[src/rtl/shift_add_mult_pkg.sv]
// Shared types and sizing helpers for the shift-and-add multiplier.
package shift_add_mult_pkg;

    typedef enum logic [1:0] {
        ST_IDLE = 2'd0,
        ST_BUSY = 2'd1,
        ST_DONE = 2'd2
    } state_t;

    // Iterations needed to consume every multiplier bit.
    function automatic int num_iter(input int width, input int bpc);
        return width / bpc;
    endfunction

    function automatic int cnt_width(input int width, input int bpc);
        return $clog2(num_iter(width, bpc) + 1);
    endfunction

endpackage

[src/rtl/partial_product_gen.sv]
// Combinational partial product: sum of mcand shifted by each set bit of k.
module partial_product_gen #(
    parameter int WIDTH          = 8,
    parameter int BITS_PER_CYCLE = 1
) (
    input  logic [2*WIDTH-1:0]        mcand,
    input  logic [BITS_PER_CYCLE-1:0] k,
    output logic [2*WIDTH-1:0]        pp
);

    logic [BITS_PER_CYCLE-1:0][2*WIDTH-1:0] terms;

    for (genvar i = 0; i < BITS_PER_CYCLE; i++) begin : g_term
        assign terms[i] = k[i] ? (mcand << i) : '0;
    end

    always_comb begin
        pp = '0;
        for (int i = 0; i < BITS_PER_CYCLE; i++) pp = pp + terms[i];
    end

endmodule

[src/rtl/shift_add_multiplier.sv]
// Sequential unsigned shift-and-add multiplier, BITS_PER_CYCLE multiplier bits per clock.
// Optional: SHIFT_ADD_MULT_EARLY_TERM_EN finishes as soon as the remaining multiplier is zero.
module shift_add_multiplier
    import shift_add_mult_pkg::*;
#(
    parameter int WIDTH          = 8,
    parameter int BITS_PER_CYCLE = 1
) (
    input  logic                 clk,
    input  logic                 rst,
    input  logic                 start,
    input  logic [WIDTH-1:0]     a,
    input  logic [WIDTH-1:0]     b,
    output logic                 busy,
    output logic                 done,
    output logic [2*WIDTH-1:0]   product
);

    localparam int N  = num_iter(WIDTH, BITS_PER_CYCLE);
    localparam int CW = cnt_width(WIDTH, BITS_PER_CYCLE);
    localparam logic [CW-1:0] LAST = CW'(N - 1);

    if ((WIDTH < 2) || (WIDTH % BITS_PER_CYCLE != 0) ||
        (BITS_PER_CYCLE != 1 && BITS_PER_CYCLE != 2 && BITS_PER_CYCLE != 4)) begin : g_bad_cfg
        $fatal(1, "shift_add_multiplier: illegal WIDTH/BITS_PER_CYCLE combination");
    end

    state_t               state;
    logic [2*WIDTH-1:0]   mcand;
    logic [2*WIDTH-1:0]   acc;
    logic [2*WIDTH-1:0]   pp;
    logic [2*WIDTH-1:0]   acc_sum;
    logic [WIDTH-1:0]     mplr;
    logic [CW-1:0]        cnt;
    logic                 skip;
    logic                 fin;

    partial_product_gen #(
        .WIDTH          (WIDTH),
        .BITS_PER_CYCLE (BITS_PER_CYCLE)
    ) u_ppgen (
        .mcand (mcand),
        .k     (mplr[BITS_PER_CYCLE-1:0]),
        .pp    (pp)
    );

`ifdef SHIFT_ADD_MULT_EARLY_TERM_EN
    assign skip = (mplr == '0);
`else
    assign skip = 1'b0;
`endif

    // Carry out of 2*WIDTH cannot happen for unsigned operands, so it is dropped.
    assign acc_sum = skip ? acc : (acc + pp);
    assign fin     = skip || (cnt == LAST);

    assign busy = (state == ST_BUSY);
    assign done = (state == ST_DONE);

    always_ff @(posedge clk) begin
        if (rst) begin
            state   <= ST_IDLE;
            mcand   <= '0;
            mplr    <= '0;
            acc     <= '0;
            cnt     <= '0;
            product <= '0;
        end else begin
            case (state)
                ST_IDLE, ST_DONE: begin
                    if (start) begin
                        state <= ST_BUSY;
                        mcand <= {{WIDTH{1'b0}}, a};
                        mplr  <= b;
                        acc   <= '0;
                        cnt   <= '0;
                    end else begin
                        state <= ST_IDLE;
                    end
                end
                ST_BUSY: begin
                    acc   <= acc_sum;
                    mcand <= mcand << BITS_PER_CYCLE;
                    mplr  <= mplr >> BITS_PER_CYCLE;
                    cnt   <= cnt + CW'(1);
                    // Product is loaded on the final iteration so it is valid with done.
                    if (fin) begin
                        state   <= ST_DONE;
                        product <= acc_sum;
                    end
                end
                default: state <= ST_IDLE;
            endcase
        end
    end

endmodule
[config.mk]
export PLATFORM = sky130hd
export DESIGN_NAME = shift_add_multiplier
export DESIGN_NICKNAME = d
export VERILOG_FILES = /design/src/rtl/shift_add_mult_pkg.sv /design/src/rtl/partial_product_gen.sv /design/src/rtl/shift_add_multiplier.sv
export SDC_FILE = /design/constraint.sdc
export NUM_CORES = 1
export LEC_CHECK = 0
export ABC_AREA = 1
export CAP_MARGIN = 20
export CORE_MARGIN = 2
export CORE_UTILIZATION = 60
export DETAILED_ROUTE_END_ITERATION = 8
export GPL_TIMING_DRIVEN = 0
export PLACE_DENSITY = 0.92
export SLEW_MARGIN = 10
export SYNTH_ARGS = -nofsm -noshare
export SYNTH_HDL_FRONTEND = slang
export SYNTH_SLANG_ARGS = --single-unit
[constraint.sdc]
create_clock -name clk -period 6.1 [get_ports clk]
set_input_delay 0.61 -clock clk [delete_from_list [all_inputs] [get_ports clk]]
set_output_delay 0.61 -clock clk [all_outputs]
set_load 0.05 [all_outputs]
==> results of run 1 <==
cells in the mapped netlist (4+ instances only):
library cell	count	area, um2
a21oi_1	41	205
inv_1	68	255
xor2_1	4	35.0
dfxtp_1	62	1240
clkbuf_1	7	26.3
buf_2	5	25.0
nand3_1	25	125
inv_2	5	18.8
nor2_1	27	101
buf_4	4	30.0
a31oi_1	14	87.6
nand2_1	213	800
ha_1	16	200
worst paths after layout:
check	startpoint	endpoint	slack, ps	cells after the start
hold / removal	mcand[15]	mcand[15]	460	2
hold reg to reg	mcand[15]	mcand[15]	460	2
setup / recovery	state[1]	busy	3360	5
setup reg to reg	mplr[0]	acc[14]	3720	15
state kept, by name (all words and copies together), names as in the netlist:
| name | flops |
|---|---|
| acc | 16 |
| state | 2 |
| mplr | 8 |
| mcand | 16 |
| cnt | 4 |
| product | 16 |
stage by stage:
stage / area (um2) / total power, mW
after floorplan: 3420 / 0.476
after global placement: 3870 / 0.503
after detailed placement: 3870 / 0.505
after CTS: 4090 / 0.914
after global routing: 4090 / 0.941
final: 4090 / 0.914
worst max-delay path, delay by kind of cell (launching register included):
kind | cells | cell delay [ps]
simple gates | 1 | 90
buf+inv | 4 | 1380
flops | 1 | 300
cells by family after synthesis:
group,Yosys count
flip-flops,62
adder cells (fa/ha/maj),17
XOR/XNOR,5
buffers and inverters,93
AO/OA/AOI/OAI,64
AND/OR/NAND/NOR,281
layer usage:
metal  vias up  track usage [%]  share of wire, %
met5         -                0                 0
met1      1567             33.6                41
li1       1710                -                 -
met3        23             7.01               7.0
met2       152             51.8                49
met4         0             12.1               2.6
power groups by stage:
stage	Combinational [mW]	Clock (mW)	Sequential (mW)
after floorplan	0.0475	0	0.428
after global placement	0.0737	0	0.429
after detailed placement	0.0757	0	0.430
after CTS	0.0763	0.417	0.421
after global routing	0.0837	0.436	0.422
final	0.0774	0.416	0.421
final cells by class:
cell class                      count  area share [%]
Sequential cell                    62            30.3
Clock inverter                      3            1.65
Multi-Input combinational cell    367            43.4
Tap cell                           72            2.20
Inverter                           73            6.69
Buffer                             20            3.18
Timing Repair Buffer               36            8.80
Clock buffer                       12            3.79
==> results_dict.tcl, run 1 <==
set metrics [dict create \
    status "finished, final reports clean" \
    max_cap_violations 0 \
    clock_latency_ps 350 \
    cts_resized 0 \
    path_common_cell "inv_1" \
    start_kind "flip-flop" \
    synth_edf_count 0 \
    top_level_ports 37 \
    synth_compound_area_share_pct 10.3 \
    fin_crit_ps 2740 \
    timing.fmax_mhz 365 \
    slew_viol_final 0 \
    clk_pin_slew_ps 70 \
    synth-seq-cells 62 \
    cp.required_ps 5490 \
    post-cts-setup-buffer-count 0 \
    endpoint_kind "primary output" \
    relSlewSlack_pct 62.3 \
    final_cells 645 \
    drcViolationCount 0 \
    clockBufferDepth 2 \
    synth_top_family_by_area "simple AND/OR/NAND/NOR gates" \
    finalCritPeriodShare_pct 44.9 \
    drive_gt1_share_pct 7.50 \
    portBuffers 36 \
    rows 27 \
    slowest_delay_ps 850 \
    max_slew.worst_pin.slew_ps 566 \
    layout_setup_ws_ps 3360 \
    num_vias 3452 \
    area_growth_pct 19.7 \
    root_buffer "clkbuf_8" \
    p_sw_share_pct 24.1 \
    setup_tns_ps 0 \
    peakVddDrop_mv 0.203 \
    holdWs_ps 461 \
    syn_area_mm2 0.00342 \
    power.density_mw_per_mm2 223 \
    combinationalPowerShare_pct 8.5 \
    crit_type "reg -> out" \
    wl_per_cell_um 13.4 \
    power.leakage_nw 2.00 \
    die_h_um 79.5 \
    clock_sinks 62 \
    grt_pass1_wl_um 14400 \
    gp_congestion 0.959 \
    overflow 0 \
    synthXorXnorAreaFrac_pct 1.28 \
    crit_chain "inv_1, nand2_4, inv_1, buf_2, clkdlybuf4s50_1" \
    dp_slack_ps 3740 \
    synthCells 522 \
    pwr-share-clk_pct 45.5 \
    crit_path_max_fanout 10 \
    start_util_pct 62.1 \
    rsz0062_at_grt "no" \
    synthFlopType "dfxtp_1" \
    dieArea_mm2 0.00632 \
    internal_power_uw 694 \
    htree_levels 3 \
    vias_per_cell 5.35 \
    crit_arrival_ps 2130 \
    fin_skew_ps 9.30 \
    drt_iter0_drc 311 \
    final_cell_mix "213 x nand2_1, 68 x inv_1, 62 x dfxtp_1" \
    synth_mux_area_share_pct 0 \
    place_inst 630 \
    cts_buffers 9 \
    diodes 0 \
    synth_seq_area_share_pct 36.3 \
    synthSimpleGateAreaFrac_pct 33.9 \
    yosysWarningCount 0 \
    hold_violations 0 \
    synthAdderAreaFrac_pct 6.44 \
    hold_class "reg -> reg" \
    layout_commonest_cell "nand2_1" \
    antenna_left 0 \
    antenna_found_initial 0 \
    ys_types 36 \
    cts_tree "done" \
    coreArea_mm2 0.00551 \
    p_seq_share_pct 46.0 \
    cts_hold_buf 0 \
    dr.pass1.iters 5 \
    multi_input_area_mm2 0.00178 \
    register_area_mm2 0.00124 \
    slowest_stage "clkdlybuf4s50_1" \
    finalNetCount 605 \
    grt_usage_pct 29.3 \
    postSynthAreaPerCell_um2 6.55 \
    setup_violations 0 \
    grt_pass1_vias 3301 \
    fillers 415 \
    switching_power_uw 220 \
    drt-total-wl_um 8640 \
    hpwl_um 6050 \
    die_w_um 79.5 \
    syn_nets 558 \
    synthArstFlopShare_pct 0 \
    grt_max_degree 11 \
    fin_util_pct 74.3 \
]
No activity file was read; power rests on OpenSTA's default activity.
==> run 2, diff against run 1 <==
--- a/config.mk
+++ b/config.mk
@@ -8,10 +8,10 @@
 export ABC_AREA = 1
 export CAP_MARGIN = 20
 export CORE_MARGIN = 2
-export CORE_UTILIZATION = 60
+export CORE_UTILIZATION = 51
 export DETAILED_ROUTE_END_ITERATION = 8
 export GPL_TIMING_DRIVEN = 0
-export PLACE_DENSITY = 0.92
+export PLACE_DENSITY = 0.84
 export SLEW_MARGIN = 10
 export SYNTH_ARGS = -nofsm -noshare
 export SYNTH_HDL_FRONTEND = slang
==> constraint.sdc (replaced) <==
create_clock -name clk -period 2.4 [get_ports clk]
set_input_delay 0.24 -clock clk [delete_from_list [all_inputs] [get_ports clk]]
set_output_delay 0.24 -clock clk [all_outputs]
set_load 0.05 [all_outputs]
==> results_dict.tcl, run 2 (same netlist as run 1, synthesis figures left out) <==
set metrics [dict create \
    status "complete, but fails checks" \
    violations "DRC" \
    root_buffer "clkbuf_8" \
    reg2reg_to "acc[6]" \
    critPathTopFamily "simple AND/OR/NAND/NOR gates" \
    grt_pass1_wl_um 14000 \
    power.density_mw_per_mm2 535 \
    endpoint_kind "flip-flop" \
    clk_pin_slew_ps 70 \
    start_util_pct 53.3 \
    crit_path_max_fanout 17 \
    antenna_found_initial 0 \
    relSlewSlack_pct 62.3 \
    finalNetCount 604 \
    clock_latency_ps 350 \
    dp_slack_ps 36.8 \
    die_h_um 85.9 \
    fin_skew_ps 4.83 \
    drcViolationCount 6 \
    drt-total-wl_um 8010 \
    power.leakage_nw 1.98 \
    max_cap_violations 0 \
    dieArea_mm2 0.00738 \
    gp_congestion 0.890 \
    diodes 0 \
    clockBufferDepth 2 \
    path_common_cell "nand2_1" \
    path_depth 12 \
    r2r_cells 12 \
    crit_buf_inv 2 \
    max_slew.worst_pin.slew_ps 565 \
    timing.fmax_mhz 455 \
    r2r_slack_ps 200 \
    cp-startpoint "mplr[0]" \
    hold_depth 3 \
    die_w_um 85.9 \
    final_cell_mix "213 x nand2_1, 68 x inv_1, 62 x dfxtp_1" \
    crit_arrival_ps 2420 \
    rows 29 \
    top_level_ports 37 \
    setup_violations 0 \
    slowest_delay_ps 430 \
    cp.required_ps 2620 \
    dr.pass1.iters 7 \
    cts_tree "done" \
    slowest_stage "fa_1" \
    drive_gt1_share_pct 7.68 \
    clock_sinks 62 \
    post-cts-setup-buffer-count 0 \
    grt_max_degree 12 \
    antenna_left 0 \
    power_mw 2.17 \
    wl_per_cell_um 12.3 \
    hold_class "in -> reg" \
    htree_levels 3 \
    portBuffers 36 \
    place_inst 635 \
    fin_util_pct 63.3 \
    cts_hold_buf 0 \
    rsz0062_at_grt "no" \
    vias_per_cell 5.01 \
    reg2reg_from "mplr[0]" \
    layout_setup_ws_ps 201 \
    hpwl_um 5990 \
    area_growth_pct 18.8 \
    crit_chain "buf_2, nand2_1, inv_1, ha_1, fa_1, nand2_1, nand2_1, nand3_1, nand2_1, or2_2, nand3_1, a21oi_1" \
    grt_pass1_vias 3204 \
    grt_usage_pct 24.0 \
    slew_viol_final 0 \
    finalCritPeriodShare_pct 91.6 \
    fin_crit_ps 2200 \
    cts_buffers 9 \
    final_cells 650 \
    peakVddDrop_mv 0.305 \
    crit_type "reg -> reg" \
    drt_iter0_drc 225 \
    coreArea_mm2 0.00642 \
    overflow 0 \
    layout_commonest_cell "nand2_1" \
    top_regs "acc: 16 flops, mcand: 16 flops, product: 16 flops" \
    cp-endpoint "acc[6]" \
    start_kind "flip-flop" \
    hold_violations 0 \
    setup_tns_ps 0 \
    num_vias 3256 \
]
run 2: cell types whose count changed in the layout (fill, tap and decap cells not counted), sizes merged:
| cell | previous run | this run |
|---|---|---|
| clkdlybuf4s50 | 36 | 35 |
| clkinvlp | 1 | 3 |
| dlygate4sd2 | 0 | 1 |
| bufinv | 2 | 1 |
| clkbuf | 19 | 16 |
| clkinv | 0 | 2 |
run 2: timing repair:
| item | CTS | global route |
|---|---|---|
| setup endpoints to repair | 1 | 19 |
| hold endpoints to repair | 0 | 0 |
| gates resized for setup | 1 | 0 |
run 2: worst min-delay path by stage:
stage                    start          to  slack, ps
finish                    b[7]     mplr[7]        450
global route              b[7]     mplr[7]        460
detailed placement  product[4]  product[4]        450
global placement    product[4]  product[4]        450
floorplan                  rst    state[1]        320
CTS                       a[0]    mcand[0]        440
run 2: power breakdown:
group,internal (mW),switching [mW],leakage (nW)
Clock,0.475,0.433,0.0883
Sequential,1.05,0.0176,0.502
Combinational,0.0739,0.120,1.39
run 2: metal layers:
layer  track usage [%]  wire length [um]  vias to the layer above
li1                  -                 -                     1717
met1              29.9              3730                     1446
met2              41.1              3780                       80
met3              4.33               355                       13
met4              9.24               146                        0
met5                 0                 0                        -
run 2: cell type report:
cell class	instances	area [um2]
Buffer	19	126
Sequential cell	62	1240
Clock buffer	10	128
Fill cell	612	2360
Multi-Input combinational cell	367	1780
Tap cell	77	96.3
Inverter	73	274
Clock inverter	6	62.6
Timing Repair Buffer	36	359
run 2: worst reg2reg max path, stage by stage, from the launching register on:
cell and delay [ps]:
dfxtp_1 300, buf_2 200, nand2_1 100, inv_1 40, ha_1 200, fa_1 430
nand2_1 80, nand2_1 80, nand3_1 80, nand2_1 110, or2_2 300, nand3_1 80
a21oi_1 60
run 2: stage by stage:
step | instance area, um2 | hold slack, ps
detailed placement | 3880 | 454
floorplan | 3420 | 319
finish | 4060 | 450
global placement | 3880 | 449
global route | 4060 | 458
CTS | 4070 | 443
==> run 3, diff against run 2 <==
--- a/config.mk
+++ b/config.mk
@@ -12,7 +12,7 @@
 export DETAILED_ROUTE_END_ITERATION = 8
 export GPL_TIMING_DRIVEN = 0
 export PLACE_DENSITY = 0.84
-export SLEW_MARGIN = 10
+export SLEW_MARGIN = 20
 export SYNTH_ARGS = -nofsm -noshare
 export SYNTH_HDL_FRONTEND = slang
 export SYNTH_SLANG_ARGS = --single-unit
==> results of run 3 <==
No change in the layout: final DEF, timing and power equal those of run 2.
